$ cat src/rtl/grn_attractor_ctrl.sv
// Sweeps every initial state of a two-copy GRN node array. For each state it
// finds the tortoise/hare meet point, measures the attractor period, and
// reports one result per state over a valid/ready handshake.
module grn_attractor_ctrl #(
  parameter int NODES     = 4,
  parameter int STEP_W    = 16,
  parameter int MAX_STEPS = 1000
) (
  input  logic              clk,
  input  logic              rst,
  input  logic              start,
  output logic              busy,
  output logic              done,
  output logic              reset_nos,
  output logic              start_s0,
  output logic              start_s1,
  output logic [NODES-1:0]  init_state,
  input  logic [NODES-1:0]  s0_vec,
  input  logic [NODES-1:0]  s1_vec,
  output logic              res_valid,
  input  logic              res_ready,
  output logic [NODES-1:0]  res_init,
  output logic [STEP_W-1:0] res_meet,
  output logic [STEP_W-1:0] res_period,
  output logic              res_timeout
);

  typedef enum logic [2:0] {
    IDLE,
    LOAD,
    RUN,
    PERIOD,
    REPORT,
    DONE
  } state_e;

  localparam logic [STEP_W-1:0] MaxCnt  = STEP_W'(MAX_STEPS);
  localparam logic [NODES-1:0]  LastIni = '1;

  state_e             state_q, state_d;
  logic [NODES-1:0]   cur_init_q, cur_init_d;
  logic [STEP_W-1:0]  step_q, step_d;
  logic [STEP_W-1:0]  per_q, per_d;
  logic [STEP_W-1:0]  meet_q, meet_d;
  logic [STEP_W-1:0]  period_q, period_d;
  logic               timeout_q, timeout_d;
  logic               busy_q, done_q, reset_nos_q, res_valid_q;
  logic [NODES-1:0]   init_state_q;

  logic vec_eq, run_match, run_limit, per_match, per_limit, accept;

  // Before two steps the copies trivially agree, so the compare is masked.
  assign vec_eq    = (s0_vec == s1_vec);
  assign run_match = (step_q >= STEP_W'(2)) && vec_eq;
  assign run_limit = (step_q == MaxCnt);
  assign per_match = (per_q != '0) && vec_eq;
  assign per_limit = (per_q == MaxCnt);
  assign accept    = res_valid_q && res_ready;

  always_comb begin
    state_d    = state_q;
    cur_init_d = cur_init_q;
    step_d     = step_q;
    per_d      = per_q;
    meet_d     = meet_q;
    period_d   = period_q;
    timeout_d  = timeout_q;
    start_s0   = 1'b0;
    start_s1   = 1'b0;
    unique case (state_q)
      IDLE: begin
        if (start) begin
          cur_init_d = '0;
          state_d    = LOAD;
        end
      end
      LOAD: begin
        step_d    = '0;
        per_d     = '0;
        meet_d    = '0;
        period_d  = '0;
        timeout_d = 1'b0;
        state_d   = RUN;
      end
      RUN: begin
        if (run_match) begin
          meet_d  = step_q;
          state_d = PERIOD;
        end else if (run_limit) begin
          meet_d    = MaxCnt;
          period_d  = '0;
          timeout_d = 1'b1;
          state_d   = REPORT;
        end else begin
          start_s0 = 1'b1;
          start_s1 = 1'b1;
          step_d   = step_q + STEP_W'(1);
        end
      end
      PERIOD: begin
        // Tortoise stays frozen; only the hare walks around the cycle.
        if (per_match) begin
          period_d = per_q;
          state_d  = REPORT;
        end else if (per_limit) begin
          period_d  = '0;
          timeout_d = 1'b1;
          state_d   = REPORT;
        end else begin
          start_s1 = 1'b1;
          per_d    = per_q + STEP_W'(1);
        end
      end
      REPORT: begin
        if (accept) begin
          if (cur_init_q == LastIni) begin
            state_d = DONE;
          end else begin
            cur_init_d = cur_init_q + NODES'(1);
            state_d    = LOAD;
          end
        end
      end
      DONE: begin
        state_d = IDLE;
      end
      default: begin
        state_d = IDLE;
      end
    endcase
    if (rst) begin
      start_s0 = 1'b0;
      start_s1 = 1'b0;
    end
  end

  // Handshake and node-control outputs are registered from the next state so
  // they line up exactly with the state they belong to.
  always_ff @(posedge clk) begin
    if (rst) begin
      state_q      <= IDLE;
      cur_init_q   <= '0;
      step_q       <= '0;
      per_q        <= '0;
      meet_q       <= '0;
      period_q     <= '0;
      timeout_q    <= 1'b0;
      busy_q       <= 1'b0;
      done_q       <= 1'b0;
      reset_nos_q  <= 1'b0;
      res_valid_q  <= 1'b0;
      init_state_q <= '0;
    end else begin
      state_q     <= state_d;
      cur_init_q  <= cur_init_d;
      step_q      <= step_d;
      per_q       <= per_d;
      meet_q      <= meet_d;
      period_q    <= period_d;
      timeout_q   <= timeout_d;
      busy_q      <= state_d inside {LOAD, RUN, PERIOD, REPORT};
      done_q      <= (state_d == DONE);
      reset_nos_q <= (state_d == LOAD);
      res_valid_q <= (state_d == REPORT);
      if (state_d == LOAD) begin
        init_state_q <= cur_init_d;
      end
    end
  end

  assign busy        = busy_q;
  assign done        = done_q;
  assign reset_nos   = reset_nos_q;
  assign init_state  = init_state_q;
  assign res_valid   = res_valid_q;
  assign res_init    = cur_init_q;
  assign res_meet    = meet_q;
  assign res_period  = period_q;
  assign res_timeout = timeout_q;

endmodule
$ cat config.mk
export PLATFORM = sky130hd
export DESIGN_NAME = grn_attractor_ctrl
export DESIGN_NICKNAME = d
export VERILOG_FILES = /design/src/rtl/grn_attractor_ctrl.sv
export SDC_FILE = /design/constraint.sdc
export NUM_CORES = 1
export LEC_CHECK = 0
export CELL_PAD_IN_SITES_DETAIL_PLACEMENT = 1
export CELL_PAD_IN_SITES_GLOBAL_PLACEMENT = 2
export CORE_AREA = 3 3 147 92
export CTS_CLUSTER_SIZE = 30
export DETAILED_ROUTE_END_ITERATION = 16
export DIE_AREA = 0 0 150 95
export PLACE_DENSITY_LB_ADDON = 0.12
export SLEW_MARGIN = 20
export SYNTH_ARGS = -nofsm -noshare
export SYNTH_HDL_FRONTEND = slang
export SYNTH_SLANG_ARGS = --single-unit
$ cat constraint.sdc
create_clock -name clk -period 2.4 [get_ports clk]
set_clock_uncertainty 0.05 [all_clocks]
set_input_delay 0.36 -clock clk [delete_from_list [all_inputs] [get_ports clk]]
set_output_delay 0.36 -clock clk [all_outputs]
set_load 0.01 [all_outputs]
==> results of run 1 <==
==> how the worst max path moves through the flow <==
stage          startpoint        to
2_1_floorplan   step_q[0]  start_s1
3_3_place_gp    s1_vec[3]  start_s1
3_5_place_dp    s1_vec[3]  start_s1
4_1_cts          per_q[1]  start_s1
5_1_grt          per_q[1]  start_s1
6_report       step_q[10]  start_s1
==> cell families (layout without fill, tap and decap cells) <==
kind of cell | Yosys count | in the layout | share of synthesized area, %
compound gates | 98 | 98 | 18.86
xor+xnor | 24 | 24 | 5.730
fa+ha+maj | 6 | 6 | 2.046
buf+inv | 34 | 163 | 3.785
flops | 80 | 80 | 43.66
simple gates | 188 | 188 | 25.92
==> flip-flops by register name (all words and copies together) (netlist names), 3 cells and up <==
signal      cells
step_q         16
init_state      4
res_period     16
per_q          16
state_q         3
res_meet       16
res_init        4
==> per-layer routing <==
metal,vias up,global-route usage [%]
met1,1835,27.99
li1,1809,-
met4,0,3.805
met2,84,25.16
met5,-,0
met3,9,4.748
==> cells in the final DEF (no fill, tap or decap), types with 6 or more instances in the layout <==
master and n:
a2111oi_2 6, o211ai_1 7, buf_4 76, nand2_1 34, nand3_1 18, clkdlybuf4s50_1 55, o21ai_0 6, o31ai_1 7
inv_1 9, a21oi_1 29, dfxtp_1 76, nand4_1 13, nor3_1 7, nor2_1 65, xor2_1 10, clkbuf_16 9
xnor2_1 14, or4_1 7, a22oi_1 26
==> worst reg2reg max path: cells and delay by family (launching register included) <==
family | cells | cell delay [ps]
AND/OR/NAND/NOR | 3 | 940
AO/OA/AOI/OAI | 3 | 510
flip-flops | 1 | 320
buffers and inverters | 2 | 260
adder cells (fa/ha/maj) | 1 | 140
==> power groups by stage <==
| stage | combinational, mW | sequential [mW] | clock (mW) |
|---|---|---|---|
| after global routing | 0.269 | 1.35 | 1.53 |
| final | 0.247 | 1.35 | 1.42 |
| after floorplan | 0.113 | 1.38 | 0 |
| after global placement | 0.236 | 1.37 | 0 |
| after detailed placement | 0.240 | 1.37 | 0 |
| after CTS | 0.247 | 1.35 | 1.46 |
==> stage by stage <==
step	util, %	setup slack, ps
after detailed placement	40.63	-372.5
after floorplan	-	128.6
final	44.31	35.20
after CTS	43.94	-42.16
after global routing	44.31	-100.3
after global placement	40.63	-315.6
==> final cells by class <==
| cell class | instances | area (µm²) | share of cell area [%] |
|---|---|---|---|
| multi-input combinational | 316 | 2033 | 37.91 |
| tap | 165 | 206.4 | 3.850 |
| sequential | 80 | 1607 | 29.96 |
| clock buffer | 12 | 256.5 | 4.783 |
| clock inverter | 4 | 52.55 | 0.9799 |
| inverter | 12 | 45.04 | 0.8399 |
| timing repair buffer | 135 | 1162 | 21.68 |
==> repair_timing <==
action | CTS | global route
hold buffers | 0 | 0
endpoints found under the setup margin | 5 | 6
pin swaps | 8 | 6
resized for setup | 26 | 9
cloned | 0 | 0
setup buffers | 2 | 2
==> impl_metrics.toml, run 1 <==
[sta]
hold_viol = 0
whs_ps = 327.1
slew_violations = 0
worstMarginPinSlew_ps = 510.7
tns_ps = 0
rsz0062_at_grt = "true"
min_period_over_period_pct = 98.53
setup_viol = 0
final.min_clock_period_ps = 2365
max_freq_ghz = 0.4229
relSlewSlack_pct = 65.88

[yosys]
synth.most_common_cell = "dfxtp_1"
synth_nets = 448
yosys-top-cells-area = "dfxtp_1 44%, nor2_1 6.7%, a22oi_1 5.3%"
synth-seq-cells = 80
yosysTopAreaCellShare_pct = 43.66
netlist_instances = 430
synth_area_um2 = 3669
syn_avg_cell_area_um2 = 8.531
yosys.area.top_type = "dfxtp_1"
synthTopCellsByCount = "80 x dfxtp_1, 65 x nor2_1, 34 x nand2_1"
synth_edf_count = 0
synth_warnings = 0
synthArstFlopShare_pct = 0
yosysUniqueCellTypes = 46
synthFlopType = "dfxtp_1"
yosysSeqAreaShare_pct = 43.66

[power]
seqPwrFrac_pct = 44.6
p_total_mw = 3.017
p_comb_share_pct = 8.2
switchingPower_mw = 0.7146
switching_share_pct = 23.69
pwr-share-clk_pct = 47.2
p_leak_nw = 1.943
p_per_area_nw_per_um2 = 562.5
peakVddDrop_mv = 0.3439
internal-power_mw = 2.302

[placement]
placed_cell_area_um2 = 4917
port_buffers = 58
dp.cells = 704
finalWeightedCongestion = 0.8463
hpwl_um = 9256

[cells_and_area]
layout-drive-gt1-share_pct = 23.43
final_cells = 724
area_growth_pct = 46.18
finalInstanceArea_um2 = 5363
n_antenna_cell = 0
fin_nets = 572
num-fill-cells = 1453

[floorplan]
io_pins = 59
die_w_um = 150
core_um2 = 12100
dieArea_um2 = 14250
rows = 31
dieHeight_um = 95
initial_core_util_pct = 30.31

[global_routing]
grt_max_degree = 42
grt_pass1_wl_um = 19970
overflow = 0
grt_pass1_vias = 3725
antenna_found_initial = 0
grt.total_usage_pct = 18.23

[setup_path]
required_ps = 1990
rrSetupSlack_ps = 110
worstReg2RegEnd = "per_q[8]"
path_buf_inv = 2
r2r_start = "per_q[1]"
worst_ep_arrival_time_ps = 1950
crit_chain = "nor4_4 -> buf_4 -> and4b_1 -> o22ai_2 -> nand2_2 -> nor3_2 -> o21bai_4 -> buf_6"
crit_path_max_fanout = 3
critical-path-max-stage-delay_ps = 330
crit_slowest_cell = "dfxtp_1"
cp-end-kind = "output port"
reg2reg_depth = 9
criticalPathCategory = "flip-flop to output port"
worst-path-stages = 8
cp_top_family = "simple AND/OR/NAND/NOR gates"
crit_path_start_kind = "flip-flop"

[clock_network]
path_clk_slew_ps = 60
cts_tree = "built"
clock_latency_ps = 340
numCtsBuffers = 9
cts_num_sinks = 80
cts_max_path_buffers = 2
htree_levels = 3
cts-root-buf = "clkbuf_16"

[detailed_routing]
vias_per_cell = 5.162
drt_wl_total_um = 12430
drt_iter0_markers = 231
top_layer = "met4"
wirelength_met1_um = 6717
post-route-drc-count = 0
dr.pass1.iters = 5
wl_per_cell_um = 17.17
postRouteAntennaNets = 0
wl_met2_um = 4976
met3RoutedLength_um = 657
route.vias.total = 3737

[min_path]
whs_path_depth = 2
hold_start = "rst"
hold-path-endpoint = "reset_nos"
hold_path.class = "input pin to flip-flop"

[job]
max_cap_violations = 0

[status]
run_status = "finished clean"
(Power assumes the default switching activity.)
==> run 2, diff against run 1 <==
- CTS_CLUSTER_DIAMETER: unset -> 150
- MAX_ROUTING_LAYER: unset -> met4
- SKIP_CTS_REPAIR_TIMING: unset -> 1
==> run 2 against run 1 <==
Net effect: via count shrank 1.1%; core utilization up 0.62 points; sequential power is essentially flat; global-route usage increased by 0.39 points; critical path type unchanged; wire length up 0.81%; cell count grew 0.14%; combinational power rose by 6%; clock power about the same; die area unchanged.
==> impl_metrics.toml, run 2 (synthesis results as in run 1) <==
[clock_network]
numCtsBuffers = 9
cts_max_path_buffers = 2
cts-root-buf = "clkbuf_16"
clock_latency_ps = 340
htree_levels = 3
path_clk_slew_ps = 60
cts_num_sinks = 80
cts_tree = "built"

[global_routing]
grt.total_usage_pct = 18.61
grt_pass1_wl_um = 19850
grt_pass1_vias = 3704
antenna_found_initial = 0
overflow = 0
grt_max_degree = 42

[setup_path]
required_ps = 1990
path_buf_inv = 2
worst_ep_arrival_time_ps = 1990
criticalPathCategory = "flip-flop to output port"
rrSetupSlack_ps = 30
cp-end-kind = "output port"
crit_path_max_fanout = 5
crit_path_start_kind = "flip-flop"
crit_slowest_cell = "dfxtp_4"
crit_chain = "inv_1 -> ha_1 -> nand3_1 -> and4b_1 -> o22ai_2 -> nand2_2 -> nor3_4 -> o21bai_4 -> buf_6"
cp_top_family = "simple AND/OR/NAND/NOR gates"
critical-path-max-stage-delay_ps = 380

[cells_and_area]
layout-drive-gt1-share_pct = 24.29
fin_nets = 573
n_antenna_cell = 0
final_cell_mix = "76 x dfxtp_1, 76 x buf_4, 65 x nor2_1, 55 x clkdlybuf4s50_1, 34 x nand2_1"
area_growth_pct = 48.23

[sta]
min_period_over_period_pct = 99.90
setup_viol = 0
rsz0062_at_grt = "true"
tns_ps = 0
relSlewSlack_pct = 65.52
whs_ps = 332.5
slew_violations = 0
hold_viol = 0
final.min_clock_period_ps = 2398
max_freq_ghz = 0.4171
worstMarginPinSlew_ps = 516.1

[floorplan]
core_um2 = 12100
dieArea_um2 = 14250
dieHeight_um = 95
die_w_um = 150
io_pins = 59
initial_core_util_pct = 30.31
rows = 31

[placement]
hpwl_um = 9256
finalWeightedCongestion = 0.8596
port_buffers = 58

[detailed_routing]
vias_per_cell = 5.098
dr.pass1.iters = 4
post-route-drc-count = 0
drt_wl_total_um = 12530
drt_iter0_markers = 218
route.vias.total = 3696
postRouteAntennaNets = 0
wl_per_cell_um = 17.28

[power]
peakVddDrop_mv = 0.3484
p_leak_nw = 1.981
p_per_area_nw_per_um2 = 558.6
p_total_mw = 3.038

[status]
run_status = "finished clean"

[job]
max_cap_violations = 0

[min_path]
hold_path.class = "input pin to flip-flop"
==> run 2: where the power goes <==
group          switching, mW  internal [mW]
sequential           0.00730           1.34
combinational          0.154          0.108
clock                  0.567          0.863
total                  0.728           2.31
==> run 2: worst paths after layout <==
check         startpoint           to  cells past startpoint
min reg2reg  res_meet[9]  res_meet[9]                      2
min                  rst    reset_nos                      2
max reg2reg     per_q[1]     per_q[8]                     10
max            step_q[1]     start_s1                      9
==> run 2: area by class of cell <==
type,instances,area (µm²)
well taps,165,206.4
flip-flops and latches,80,1609
clock buffers,12,256.5
clock inverters,4,52.55
repair buffers,136,1184
multi-input cells,316,2085
fillers,1446,6664
inverters,12,45.04
==> run 2: routing by layer <==
layer	global-route usage, %	vias up	part of all wire, %
met5	-	-	0
met4	3.805	0	0.62
li1	-	1812	-
met1	27.85	1792	54
met2	25.05	82	40
met3	4.460	10	5.3
==> run 2: worst reg2reg max path, stage by stage (launching register included) <==
cell and delay [ps]:
dfxtp_2 320, inv_2 60, ha_4 140, nor4b_4 170, and4_4 260, o21ai_2 70, buf_4 140, buf_8 140
a21o_2 290, or4_1 510, a21oi_1 150
==> run 2: through the flow <==
step	util, %	cell area [µm²]	std cells	setup slack, ps
floorplan	-	3669	430	128.6
finish	44.93	5438	725	2.426
global placement	40.63	4917	704	-315.6
global route	44.93	5438	725	-116.5
detailed placement	40.63	4917	704	-372.5
CTS	43.19	5226	720	-679.1
